`src/rtl/hplvds_rx_lane_ctrl.sv`:
```
// ============================================================================
//  Module   : hplvds_rx_lane_ctrl
//  Brief    : Power-up sequencer, data/EI synchroniser and EI hysteresis
//             filter for a bank of HPLVDS receiver pad cells.
//  Revision : 1.0  initial release
// ============================================================================
`default_nettype none

module hplvds_rx_lane_ctrl #(
    parameter int LANES      = 4,
    parameter int SETTLE_CYC = 64,
    parameter int EI_FILT    = 8
) (
    input  logic             CLK_I,
    input  logic             RSTN_I,
    input  logic             EN_I,
    input  logic [LANES-1:0] LANE_MASK_I,
    input  logic [LANES-1:0] POL_I,
    input  logic             EI_DET_EN_I,
    input  logic [3:0]       RTERM_TRIM_I,
    input  logic [LANES-1:0] DI_I,
    input  logic [LANES-1:0] EI_DETECT_I,
    output logic [LANES-1:0] RTERM_EN_O,
    output logic [LANES-1:0] RX_VCM_EN_O,
    output logic [LANES-1:0] RX_EN_O,
    output logic [LANES-1:0] RX_POL_O,
    output logic [LANES-1:0] EI_DETECT_EN_O,
    output logic [3:0]       RTERM_TRIM_O,
    output logic [LANES-1:0] DATA_O,
    output logic [LANES-1:0] EI_O,
    output logic             LINK_IDLE_O,
    output logic             READY_O,
    output logic [2:0]       STATE_O
);

    localparam int CW = $clog2(SETTLE_CYC + 1);
    localparam int FW = $clog2(EI_FILT + 1);

    localparam logic [2:0] ST_OFF   = 3'd0;
    localparam logic [2:0] ST_TERM  = 3'd1;
    localparam logic [2:0] ST_BIAS  = 3'd2;
    localparam logic [2:0] ST_RXON  = 3'd3;
    localparam logic [2:0] ST_READY = 3'd4;

    logic             en_q;
    logic [2:0]       state_q, state_d;
    logic [CW-1:0]    cnt_q, cnt_d;
    logic             w_expire;

    logic [LANES-1:0] rterm_q, vcm_q, rx_en_q, pol_q, ei_en_q;
    logic [LANES-1:0] rterm_d, vcm_d, rx_en_d, ei_en_d;
    logic [3:0]       trim_q;
    logic             ready_q, ready_d, link_q;
    logic [LANES-1:0] di_s1_q, data_q;
    logic [LANES-1:0] ei_s1_q, ei_s2_q;
    logic [LANES-1:0] ei_q, ei_d;

    assign w_expire = (cnt_q == CW'(SETTLE_CYC - 1));

    // Loss of the enable wins over a coincident settle expiry.
    always_comb begin
        state_d = state_q;
        cnt_d   = cnt_q + 1'b1;
        if (!en_q) begin
            state_d = ST_OFF;
            cnt_d   = '0;
        end else begin
            case (state_q)
                ST_OFF: begin
                    state_d = ST_TERM;
                    cnt_d   = '0;
                end
                ST_TERM: if (w_expire) begin
                    state_d = ST_BIAS;
                    cnt_d   = '0;
                end
                ST_BIAS: if (w_expire) begin
                    state_d = ST_RXON;
                    cnt_d   = '0;
                end
                ST_RXON: if (w_expire) begin
                    state_d = ST_READY;
                    cnt_d   = '0;
                end
                ST_READY: cnt_d = '0;
                default: begin
                    state_d = ST_OFF;
                    cnt_d   = '0;
                end
            endcase
        end
    end

    assign rterm_d = {LANES{state_d != ST_OFF}} & LANE_MASK_I;
    assign vcm_d   = {LANES{state_d >= ST_BIAS}} & LANE_MASK_I;
    assign rx_en_d = {LANES{state_d >= ST_RXON}} & LANE_MASK_I;
    assign ready_d = (state_d == ST_READY);
    assign ei_en_d = {LANES{ready_d & EI_DET_EN_I}} & LANE_MASK_I;

    // Per-lane EI hysteresis: count consecutive samples disagreeing with EI_O.
    for (genvar i = 0; i < LANES; i++) begin : g_ei
        logic [FW-1:0] fcnt_q, fcnt_d;

        always_comb begin
            fcnt_d  = '0;
            ei_d[i] = 1'b0;
            if (ei_en_d[i]) begin
                ei_d[i] = ei_q[i];
                if (ei_s2_q[i] != ei_q[i]) begin
                    if (fcnt_q == FW'(EI_FILT - 1)) begin
                        ei_d[i] = ~ei_q[i];
                    end else begin
                        fcnt_d = fcnt_q + 1'b1;
                    end
                end
            end
        end

        always_ff @(posedge CLK_I or negedge RSTN_I) begin
            if (!RSTN_I) begin
                fcnt_q  <= '0;
                ei_q[i] <= 1'b0;
            end else begin
                fcnt_q  <= fcnt_d;
                ei_q[i] <= ei_d[i];
            end
        end
    end

    always_ff @(posedge CLK_I or negedge RSTN_I) begin
        if (!RSTN_I) begin
            en_q    <= 1'b0;
            state_q <= ST_OFF;
            cnt_q   <= '0;
            rterm_q <= '0;
            vcm_q   <= '0;
            rx_en_q <= '0;
            ei_en_q <= '0;
            pol_q   <= '0;
            trim_q  <= '0;
            ready_q <= 1'b0;
            link_q  <= 1'b0;
            di_s1_q <= '0;
            data_q  <= '0;
            ei_s1_q <= '0;
            ei_s2_q <= '0;
        end else begin
            en_q    <= EN_I;
            state_q <= state_d;
            cnt_q   <= cnt_d;
            rterm_q <= rterm_d;
            vcm_q   <= vcm_d;
            rx_en_q <= rx_en_d;
            ei_en_q <= ei_en_d;
            pol_q   <= POL_I;
            ready_q <= ready_d;
            // Trim may only move while termination is off.
            if (state_q == ST_OFF) begin
                trim_q <= RTERM_TRIM_I;
            end
            link_q  <= ready_d & (|LANE_MASK_I) & (&(ei_d | ~LANE_MASK_I));
            di_s1_q <= DI_I;
            data_q  <= di_s1_q & rx_en_d;
            ei_s1_q <= EI_DETECT_I;
            ei_s2_q <= ei_s1_q;
        end
    end

    assign RTERM_EN_O     = rterm_q;
    assign RX_VCM_EN_O    = vcm_q;
    assign RX_EN_O        = rx_en_q;
    assign RX_POL_O       = pol_q;
    assign EI_DETECT_EN_O = ei_en_q;
    assign RTERM_TRIM_O   = trim_q;
    assign DATA_O         = data_q;
    assign EI_O           = ei_q;
    assign LINK_IDLE_O    = link_q;
    assign READY_O        = ready_q;
    assign STATE_O        = state_q;

endmodule

`default_nettype wire

```
`config.mk`:
```
export PLATFORM = sky130hd
export DESIGN_NAME = hplvds_rx_lane_ctrl
export DESIGN_NICKNAME = d
export VERILOG_FILES = /design/src/rtl/hplvds_rx_lane_ctrl.sv
export SDC_FILE = /design/constraint.sdc
export NUM_CORES = 1
export LEC_CHECK = 0
export ABC_CLOCK_PERIOD_IN_PS = 2400
export CORE_ASPECT_RATIO = 1.75
export CORE_MARGIN = 1
export CORE_UTILIZATION = 40
export DETAILED_ROUTE_END_ITERATION = 7
export DONT_BUFFER_PORTS = 1
export SETUP_SLACK_MARGIN = 0.3
export SKIP_CTS_REPAIR_TIMING = 1
export SLEW_MARGIN = 0
export SYNTH_ARGS = -nofsm -noshare
export SYNTH_HDL_FRONTEND = slang
export SYNTH_SLANG_ARGS = --single-unit
```
`constraint.sdc`:
```
create_clock -name CLK_I -period 2.4 [get_ports CLK_I]
set_input_delay 0.36 -clock CLK_I [delete_from_list [all_inputs] [get_ports CLK_I]]
set_output_delay 0.36 -clock CLK_I [all_outputs]
set_load 0.02 [all_outputs]
```
# After elaboration in Yosys (flattened, before gate mapping)

Cells that the tools add are included.

Memory bits (read-only): 0
Input port bits: 24
Bits in latches: 0
Logic and storage cells: 95
Memory bits (writable): 0
Memories kept: 0
Output and inout port bits: 37
Register bits: 73

Multiply operators: 0
Bitwise operators: 14
Order comparisons: 2
Mux-type cells: 32
Add/sub/neg operators: 5
Divide/modulo/power cells: 0
Equality and inequality tests: 14
Shift-type cells: 0
Reduce and logical (&&, ||, !) cells: 5

Operators with widths:

| cell                | number |
|---|---|
| $mux 4              | 12 |
| $mux 7              | 3 |
| $and 4x4->4         | 5 |
| $add 4x1->4 const B | 4 |
| $eq 4x3->1 const B  | 4 |
| $pmux 3 s5          | 1 |
| $mux 1              | 12 |
| $mux 3              | 4 |
| $add 7x1->7 const B | 1 |
| $eq 7x6->1 const B  | 1 |
| $eq 3x2->1 const B  | 2 |
| $eq 3x3->1 const B  | 2 |
| $ge 3x2->1 const B  | 2 |
| $ne 1x1->1          | 4 |
| $not 1->1           | 4 |
| $not 4->4           | 1 |
| $or 4x4->4          | 1 |
| $reduce_and 4->1    | 1 |
| $reduce_or 4->1     | 1 |
| $and 1x1->1         | 3 |
| $eq 3x1->1 const B  | 1 |
| $logic_not 3->1     | 1 |
| $reduce_bool 3->1   | 1 |
| $reduce_or 3->1     | 1 |

# Logic depth before layout (Yosys ltp)

Gate-level depths: netlist (run 1).

Word-level depth: 11
Gate-level depth with buffers: 5
Mapped depth without buffers: 5

# Worst setup path after synthesis (run 1)

No wires, ideal clock.

Path type: reg-to-reg
Start point: register cnt_q[0]
End point: register g_ei[2].fcnt_q[0]
Setup time: 0.095 ns
Data arrival time: 1.568 ns
Data required time: 2.305 ns
Path buffers: 0
Stages on the path, launching flop included: 6
Setup slack: 0.737 ns
Clock period less this slack: 1.663 ns
Path through: dfrtp_1 ha_1 nand4_2 nor4_4 o211ai_2 nor4b_2

Cells in the longest elaborated chain, start to end: 8
Elaborated cells on any way between the ends: 10
Those cells by class: eq/ne (2); mux (6); bitwise (2)

Ends and longest elaborated chain:

| what                      | line       | text |
|---|---|---|
| start, declared           | 47         | `logic [CW-1:0] cnt_q, cnt_d;` |
| start signal, assigned    | 150        | `cnt_q <= cnt_d;` |
| $eq 7x6->1 *              | 58         | `assign w_expire = (cnt_q == CW'(SETTLE_CYC - 1));` |
| $mux 3 (on tied branches) | 81, 73, 77 |  |
| $pmux 3 s5 *              | 68         | `case (state_q)` |
| $mux 3 *                  | 64         | `if (!en_q) begin` |
| $eq 3x3->1 *              | 97         | `assign ready_d = (state_d == ST_READY);` |
| $and 1x1->1 *             | 98         | `assign ei_en_d = {LANES{ready_d & EI_DET_EN_I}} & LANE_MASK_I;` |
| $and 4x4->4 *             | 98         |  |
| $mux 4 *                  | 107        | `if (ei_en_d[i]) begin` |
| net g_ei[2].fcnt_d[0]     | 102        | `logic [FW-1:0] fcnt_q, fcnt_d;` |
| end signal, assigned      | 124        | `fcnt_q <= fcnt_d;` |
| end, declared             | 102        |  |

The timed path passes the listed nets; every way through them passes the cells marked *.
A chain may end at the register's enable or synchronous reset.

# Worst setup path in the final report (run 1)

Start point: register cnt_q[0]
End point: register g_ei[1].fcnt_q[0]

Cells in the longest elaborated chain, start to end: 8
Elaborated cells on any way between the ends: 10
Those cells by class: eq/ne (2); mux (6); bitwise (2)

Ends and longest elaborated chain:

| what                      | line |
|---|---|
| $eq 7x6->1 *              | 58 |
| $mux 3 (on tied branches) | 81, 73, 77 |
| $pmux 3 s5 *              | 68 |
| $mux 3 *                  | 64 |
| $eq 3x3->1 *              | 97 |
| $and 1x1->1 *             | 98 |
| $and 4x4->4 *             | 98 |
| $mux 4 *                  | 107 |
| net g_ei[1].fcnt_d[0]     | 102 |
| end signal, assigned      | 124 |
| end, declared             | 102 |

Marks and branches as above.

==> flow_summary.toml, run 1 <==
[floorplanning]
die_w_um = 64.7
ios = 61
die_area_sq_um = 7230
rows = 39
core_sq_um = 6590
die_h_um = 112
initial_core_util_pct = 41.8

[clock_tree]
clkSlewWorstSetupHoldPaths_ns = 0.06
cts_max_level = 3
cts_root_buf = "clkbuf_16"
clock-sinks = 73
numCtsBuffers = 9
worstSkewPairLatency_ns = 0.33
cts.path.max_buffers = 2
cts_tree = "yes"

[min_path]
hold_depth = 0
min_from = "DI_I[0]"
hold_end = "di_s1_q[0]"
hp-class = "primary input to register"

[worst_setup_path]
timing_worst_setup_path_type = "register to register"
worstPathMaxFanout = 6
start_kind = "register"
cp.required_ns = 2.63
worst_ep_arrival_time_ns = 2.12
reg2reg_depth = 5
cp.buffers_inverters = 0
rr_startpoint = "cnt_q[0]"
r2r-end = "g_ei[1].fcnt_q[0]"
path_cells = "ha_1, nand4_2, nor4_4, o211ai_2, nor4_1"
end_kind = "register"
critPathSlowestCell = "nor4_4"
critPathMaxStageDelay_ns = 0.50
rrSetupSlack_ns = 0.51
crit_family = "simple AND/OR/NAND/NOR gates"
cp-startpoint = "cnt_q[0]"

[routing]
vias = 1618
vias_per_cell = 5.30
routed_wl_um = 5140
first_pass_iters = 4
avgRoutedWirePerCell_um = 16.9
drc_errors = 0
drt-initial-drc-count = 51
postRouteAntennaNets = 0

[synth]
synthArstFlopShare_pct = 100
ys_seq_elements = 73
synth-seq-area-share_pct = 66.3
synth_ff_type = "dfrtp_1"
synth_cell_types = 32
syn-num-nets = 234
ys_warn_count = 0
synth_edf_count = 0
netlist_area_sq_um = 2750
syn_inst = 205
synth_area_per_cell_sq_um = 13.4

[timing]
fin_skew_ns = 0.00831
grt_setup_unrepaired = "no"
hold_viol_final = 0
tightestPinTransition_ns = 0.513
slew_headroom_pct = 65.6
setup_viol = 0
fmax_mhz = 530
slew_viol_final = 0
finalCritPeriodShare_pct = 78.6
fin_ws_ns = 0.514
fin_crit_ns = 1.89
fin_tns_setup_ns = 0

[power]
p_leak_nw = 1.52
comb_power_share_pct = 2.5
vdd.ir_drop.worst_mv = 0.528
intPower_mw = 2.04
p_switching_mw = 0.540
total_power_mw = 2.58
powerDensity_nw_per_um2 = 811
power_frac_seq_pct = 50.2
switching_share_pct = 21.0
p_clk_share_pct = 47.4

[grt]
antenna_found_initial = 0
grt_pass1_vias = 1664
grt_max_degree = 74
grt_pass1_wl_um = 8310
grt_usage_pct = 16.2
overflow = 0

[final_layout]
design_area_sq_um = 3180
post-route-util_pct = 48.2
antenna_cells = 0
nNetsFinal = 247
syn2layout_area_growth_pct = 15.4
drive_above_1_share_pct = 13.9
fill_cells = 567

[place]
hpwl_um = 3650
routabilityCongestion = 0.775
placed_area_sq_um = 2860
post-place-ws_ns = 0.509
io_buffers = 0

[status]
status = "finished clean"

[run]
drv_cap = 0
how the worst max path moves through the flow:
stage,endpoint,slack (ns),cells past startpoint
floorplan,g_ei[2].fcnt_q[0],0.74,5
global placement,DATA_O[2],0.55,6
detailed placement,g_ei[1].fcnt_q[0],0.51,5
CTS,g_ei[1].fcnt_q[0],0.50,5
global route,g_ei[0].fcnt_q[0],0.34,5
finish,g_ei[1].fcnt_q[0],0.51,5
flip-flops by register name, indices dropped and copies added (netlist names):
| signal | flops |
|---|---|
| DATA_O | 4 |
| EI_DETECT_EN_O | 4 |
| EI_O | 4 |
| LINK_IDLE_O | 1 |
| READY_O | 1 |
| RTERM_EN_O | 4 |
| RTERM_TRIM_O | 4 |
| RX_EN_O | 4 |
| RX_POL_O | 4 |
| RX_VCM_EN_O | 4 |
| STATE_O | 3 |
| cnt_q | 7 |
| di_s1_q | 4 |
| ei_s1_q | 4 |
| ei_s2_q | 4 |
| en_q | 1 |
| g_ei.fcnt_q | 16 |
final cells by class:
cell class / count / area, sq um / area share, %
multi-input combinational: 122 / 890 / 28.0
clock buffer: 14 / 264 / 8.31
sequential: 73 / 1830 / 57.5
timing repair buffer: 4 / 52.6 / 1.65
clock inverter: 2 / 12.5 / 0.394
inverter: 8 / 30.0 / 0.945
tap: 82 / 103 / 3.23
cell families after synthesis:
family,Yosys count,synth area share (%)
compound gates,17,4.86
xor+xnor,13,4.13
fa+ha+maj,5,2.27
buf+inv,10,1.36
flops,73,66.3
mux,9,3.45
simple gates,78,17.6
cells in the mapped netlist, drive strengths merged (4+ instances only):
library cell | count | area (sq um)
nor3 | 17 | 85.1
and3b | 6 | 52.6
xnor2 | 11 | 96.3
ha | 5 | 62.6
nor2 | 14 | 52.6
nand3 | 6 | 30.0
mux2 | 4 | 45.0
dfrtp | 73 | 1830
a21oi | 4 | 20.0
inv | 8 | 30.0
o211ai | 4 | 50.1
and3 | 9 | 56.3
mux2i | 5 | 50.1
nor3b | 6 | 45.0
and4 | 5 | 43.8
nor4 | 4 | 40.0
cells in the final DEF (no fill, tap or decap), types with 4 or more instances in the layout:
master     instances
and4_1             5
inv_1              7
mux2i_1            5
nor2_1            14
a21oi_1            4
nor3b_1            6
nor3_1            17
o211ai_2           4
dfrtp_1           73
mux2_2             4
xnor2_1           11
and3_1             9
clkbuf_16          9
and3b_1            6
nand3_1            6
ha_1               5
through the flow:
stage | std cells | hold slack [ns]
floorplan | 205 | 0.0644
detailed placement | 287 | 0.0662
CTS | 303 | -0.290
global route | 305 | 0.0411
global placement | 287 | 0.0670
finish | 305 | 0.0562
routing by layer:
layer | wire length (um) | share of wire (%) | track usage [%] | vias to the layer above
li1 | - | - | - | 753
met4 | 142 | 2.8 | 9.78 | 0
met2 | 2770 | 54 | 26.7 | 56
met5 | 0 | 0 | 0 | -
met1 | 1900 | 37 | 17.0 | 800
met3 | 324 | 6.3 | 5.94 | 9
power by group through the flow:
| stage | registers (mW) | logic, mW | clock network, mW |
|---|---|---|---|
| 3_3_place_gp | 1.31 | 0.0342 | 0 |
| 5_1_grt | 1.29 | 0.0737 | 1.31 |
| 4_1_cts | 1.29 | 0.0351 | 1.26 |
| 2_1_floorplan | 1.31 | 0.0284 | 0 |
| 3_5_place_dp | 1.31 | 0.0350 | 0 |
| 6_report | 1.29 | 0.0636 | 1.22 |
Note: power is estimated with default switching activity, not from simulation.
==> run 2: changes to the inputs <==
--- a/config.mk
+++ b/config.mk
@@ -5,7 +5,8 @@
 export SDC_FILE = /design/constraint.sdc
 export NUM_CORES = 1
 export LEC_CHECK = 0
-export ABC_CLOCK_PERIOD_IN_PS = 2400
+export ABC_AREA = 1
+export ABC_CLOCK_PERIOD_IN_PS = 2000
 export CORE_ASPECT_RATIO = 1.75
 export CORE_MARGIN = 1
 export CORE_UTILIZATION = 40
==> constraint.sdc (replaced) <==
create_clock -name CLK_I -period 2 [get_ports CLK_I]
set_input_delay 0.3 -clock CLK_I [delete_from_list [all_inputs] [get_ports CLK_I]]
set_output_delay 0.3 -clock CLK_I [all_outputs]
set_load 0.02 [all_outputs]
==> run 2 against run 1 <==
Effect of this change: the run now ends with hold timing left; critical path depth rose by 2; sequential power rose by 20%; clock skew fell by 0.00054 ns.
==> flow_summary.toml, run 2 <==
[status]
status = "finished, violations left"
violations = "hold timing"

[timing]
finalCritPeriodShare_pct = 79.4
tightestPinTransition_ns = 0.398
fin_crit_ns = 1.59
fin_skew_ns = 0.00777
slew_viol_final = 0
whs_ns = -0.347
fmax_mhz = 630
grt_setup_unrepaired = "yes"
setup_viol = 0
hold_viol_final = 73
fin_tns_setup_ns = 0
slew_headroom_pct = 73.2
fin_ws_ns = 0.412

[final_layout]
largest_reg_flops = 16
largestRegisters = "g_ei.fcnt_q: 16 flops, cnt_q: 7 flops"
drive_above_1_share_pct = 18.0
layout_commonest_cell = "dfrtp_1"
nNetsFinal = 307
fill_cells = 616
antenna_cells = 0
largest-register = "g_ei.fcnt_q"
syn2layout_area_growth_pct = 21.3
final_cell_mix = "dfrtp_1, inv_1, nor2_1"

[synth]
synth_edf_count = 0
synthMuxAreaShare_pct = 1.56
synth-xor-area-share_pct = 2.73
synthArstFlopShare_pct = 100
ys_warn_count = 0
synthSimpleGateAreaFrac_pct = 22.9
ys_top_cells_by_area = "dfrtp_1, inv_1, nor2_1"
syn_inst = 253
ys_seq_elements = 73
synth_commonest_cells = "dfrtp_1, inv_1, nor2_1"
synth_most_common_cell = "dfrtp_1"
synth_cell_types = 24
synth_top_area_share_pct = 63.3
synth_top_family_by_area = "simple AND/OR/NAND/NOR gates"
synth_compound_area_share_pct = 1.91
synth-seq-area-share_pct = 63.3
synth_area_per_cell_sq_um = 11.4
synth-adder-area-share_pct = 2.17
syn-num-nets = 282
synth_ff_type = "dfrtp_1"
synth_area_leader_cell = "dfrtp_1"
netlist_area_sq_um = 2880

[clock_tree]
cts_tree = "yes"
clkSlewWorstSetupHoldPaths_ns = 0.06
cts_root_buf = "clkbuf_16"
clock-sinks = 73
numCtsBuffers = 9
worstSkewPairLatency_ns = 0.34
cts_max_level = 3
cts.path.max_buffers = 2

[routing]
routed_wl_um = 5480
first_pass_iters = 4
vias = 1759
avgRoutedWirePerCell_um = 14.9
drt-initial-drc-count = 113
postRouteAntennaNets = 0
drc_errors = 0
vias_per_cell = 4.79

[floorplanning]
core_sq_um = 6910
ios = 61
die_w_um = 66.2
initial_core_util_pct = 41.8
die_area_sq_um = 7570
rows = 40
die_h_um = 114

[worst_setup_path]
worstSetupEndpoint = "g_ei[0].fcnt_q[2]"
cp-startpoint = "STATE_O[1]"
critPathMaxStageDelay_ns = 0.48
end_kind = "register"
cp.required_ns = 2.24
r2r-end = "g_ei[0].fcnt_q[2]"
timing_worst_setup_path_type = "register to register"
worst_ep_arrival_time_ns = 1.83
start_kind = "register"
crit_family = "flip-flops"
critPathSlowestCell = "dfrtp_2"
worstPathMaxFanout = 6
reg2reg_depth = 7
rr_startpoint = "STATE_O[1]"
cp.buffers_inverters = 2
cp_num_cells = 7
path_cells = "inv_1, nand2_1, a21oi_2, nand3_4, inv_6, nand2_4, nor4_4"
rrSetupSlack_ns = 0.41

[power]
p_clk_share_pct = 53.1
powerDensity_nw_per_um2 = 990
comb_power_share_pct = 2.1
power_frac_seq_pct = 44.8
p_leak_nw = 1.69
switching_share_pct = 20.0
p_switching_mw = 0.691
vdd.ir_drop.worst_mv = 0.492
intPower_mw = 2.77

[place]
post-place-ws_ns = 0.286
routabilityCongestion = 0.793
hpwl_um = 3930
io_buffers = 0

[grt]
antenna_found_initial = 0
grt_usage_pct = 16.2
grt_pass1_vias = 1804
grt_max_degree = 74
overflow = 0
grt_pass1_wl_um = 8750

[min_path]
hp-class = "primary input to asynchronous set/reset pin"

[run]
drv_cap = 0
## run 2: cell count changes after synthesis, sizes merged, moves of 3 or more
cell and change:
nand2 +36, and3b -6, nor2 +23, xnor2 -6, and4 -5, and3 -5
mux2i -5, nor3 -6, nand3 +10, inv +32, nor3b -6, o211ai -4
or2 -3
## run 2: worst min path at each step
stage                       from           endpoint  slack (ns)  cells after the start
after floorplan           RSTN_I          DATA_O[0]       0.004                      0
after global placement    RSTN_I  g_ei[1].fcnt_q[3]       0.007                      0
after detailed placement  RSTN_I  g_ei[1].fcnt_q[3]       0.007                      0
after CTS                 RSTN_I         STATE_O[1]       -0.35                      0
after global routing      RSTN_I  EI_DETECT_EN_O[1]       -0.36                      0
final                     RSTN_I  EI_DETECT_EN_O[1]       -0.35                      0
## run 2: power groups by stage
stage	registers [mW]	logic, mW	clock network (mW)
finish	1.55	0.0741	1.84
global route	1.55	0.0821	1.95
CTS	1.55	0.0521	1.88
detailed placement	1.58	0.0519	0
global placement	1.58	0.0511	0
floorplan	1.57	0.0415	0
## run 2: logic make-up after synthesis
family,count (synthesis)
fa+ha+maj,5
buf+inv,40
simple gates,113
mux,4
xor+xnor,9
flops,73
compound gates,9
## run 2: cell type report
| type | count | area (sq um) | share of cell area, % |
|---|---|---|---|
| inverters | 40 | 155 | 4.43 |
| repair buffers | 14 | 138 | 3.93 |
| flip-flops and latches | 73 | 1830 | 52.3 |
| well taps | 84 | 105 | 3.00 |
| multi-input cells | 140 | 927 | 26.5 |
| clock inverters | 6 | 115 | 3.29 |
| clock buffers | 10 | 229 | 6.55 |
## run 2: metal layers
| layer | track usage [%] | up-vias | share of wire, % |
|---|---|---|---|
| met2 | 25.9 | 49 | 51 |
| met3 | 8.07 | 14 | 9.3 |
| met1 | 16.8 | 853 | 36 |
| met4 | 8.94 | 0 | 3.3 |
| li1 | - | 843 | - |
| met5 | 0 | - | 0 |
## run 2: through the flow
| stage | area (sq um) | utilization, % | hold WS, ns | power, mW | cells |
|---|---|---|---|---|---|
| floorplan | 2880 | - | 0.00441 | 1.61 | 253 |
| global placement | 2990 | 43.3 | 0.00685 | 1.63 | 337 |
| detailed placement | 2990 | 43.3 | 0.00667 | 1.63 | 337 |
| CTS | 3330 | 48.3 | -0.354 | 3.48 | 353 |
| global route | 3500 | 50.7 | -0.360 | 3.59 | 367 |
| finish | 3500 | 50.7 | -0.347 | 3.46 | 367 |
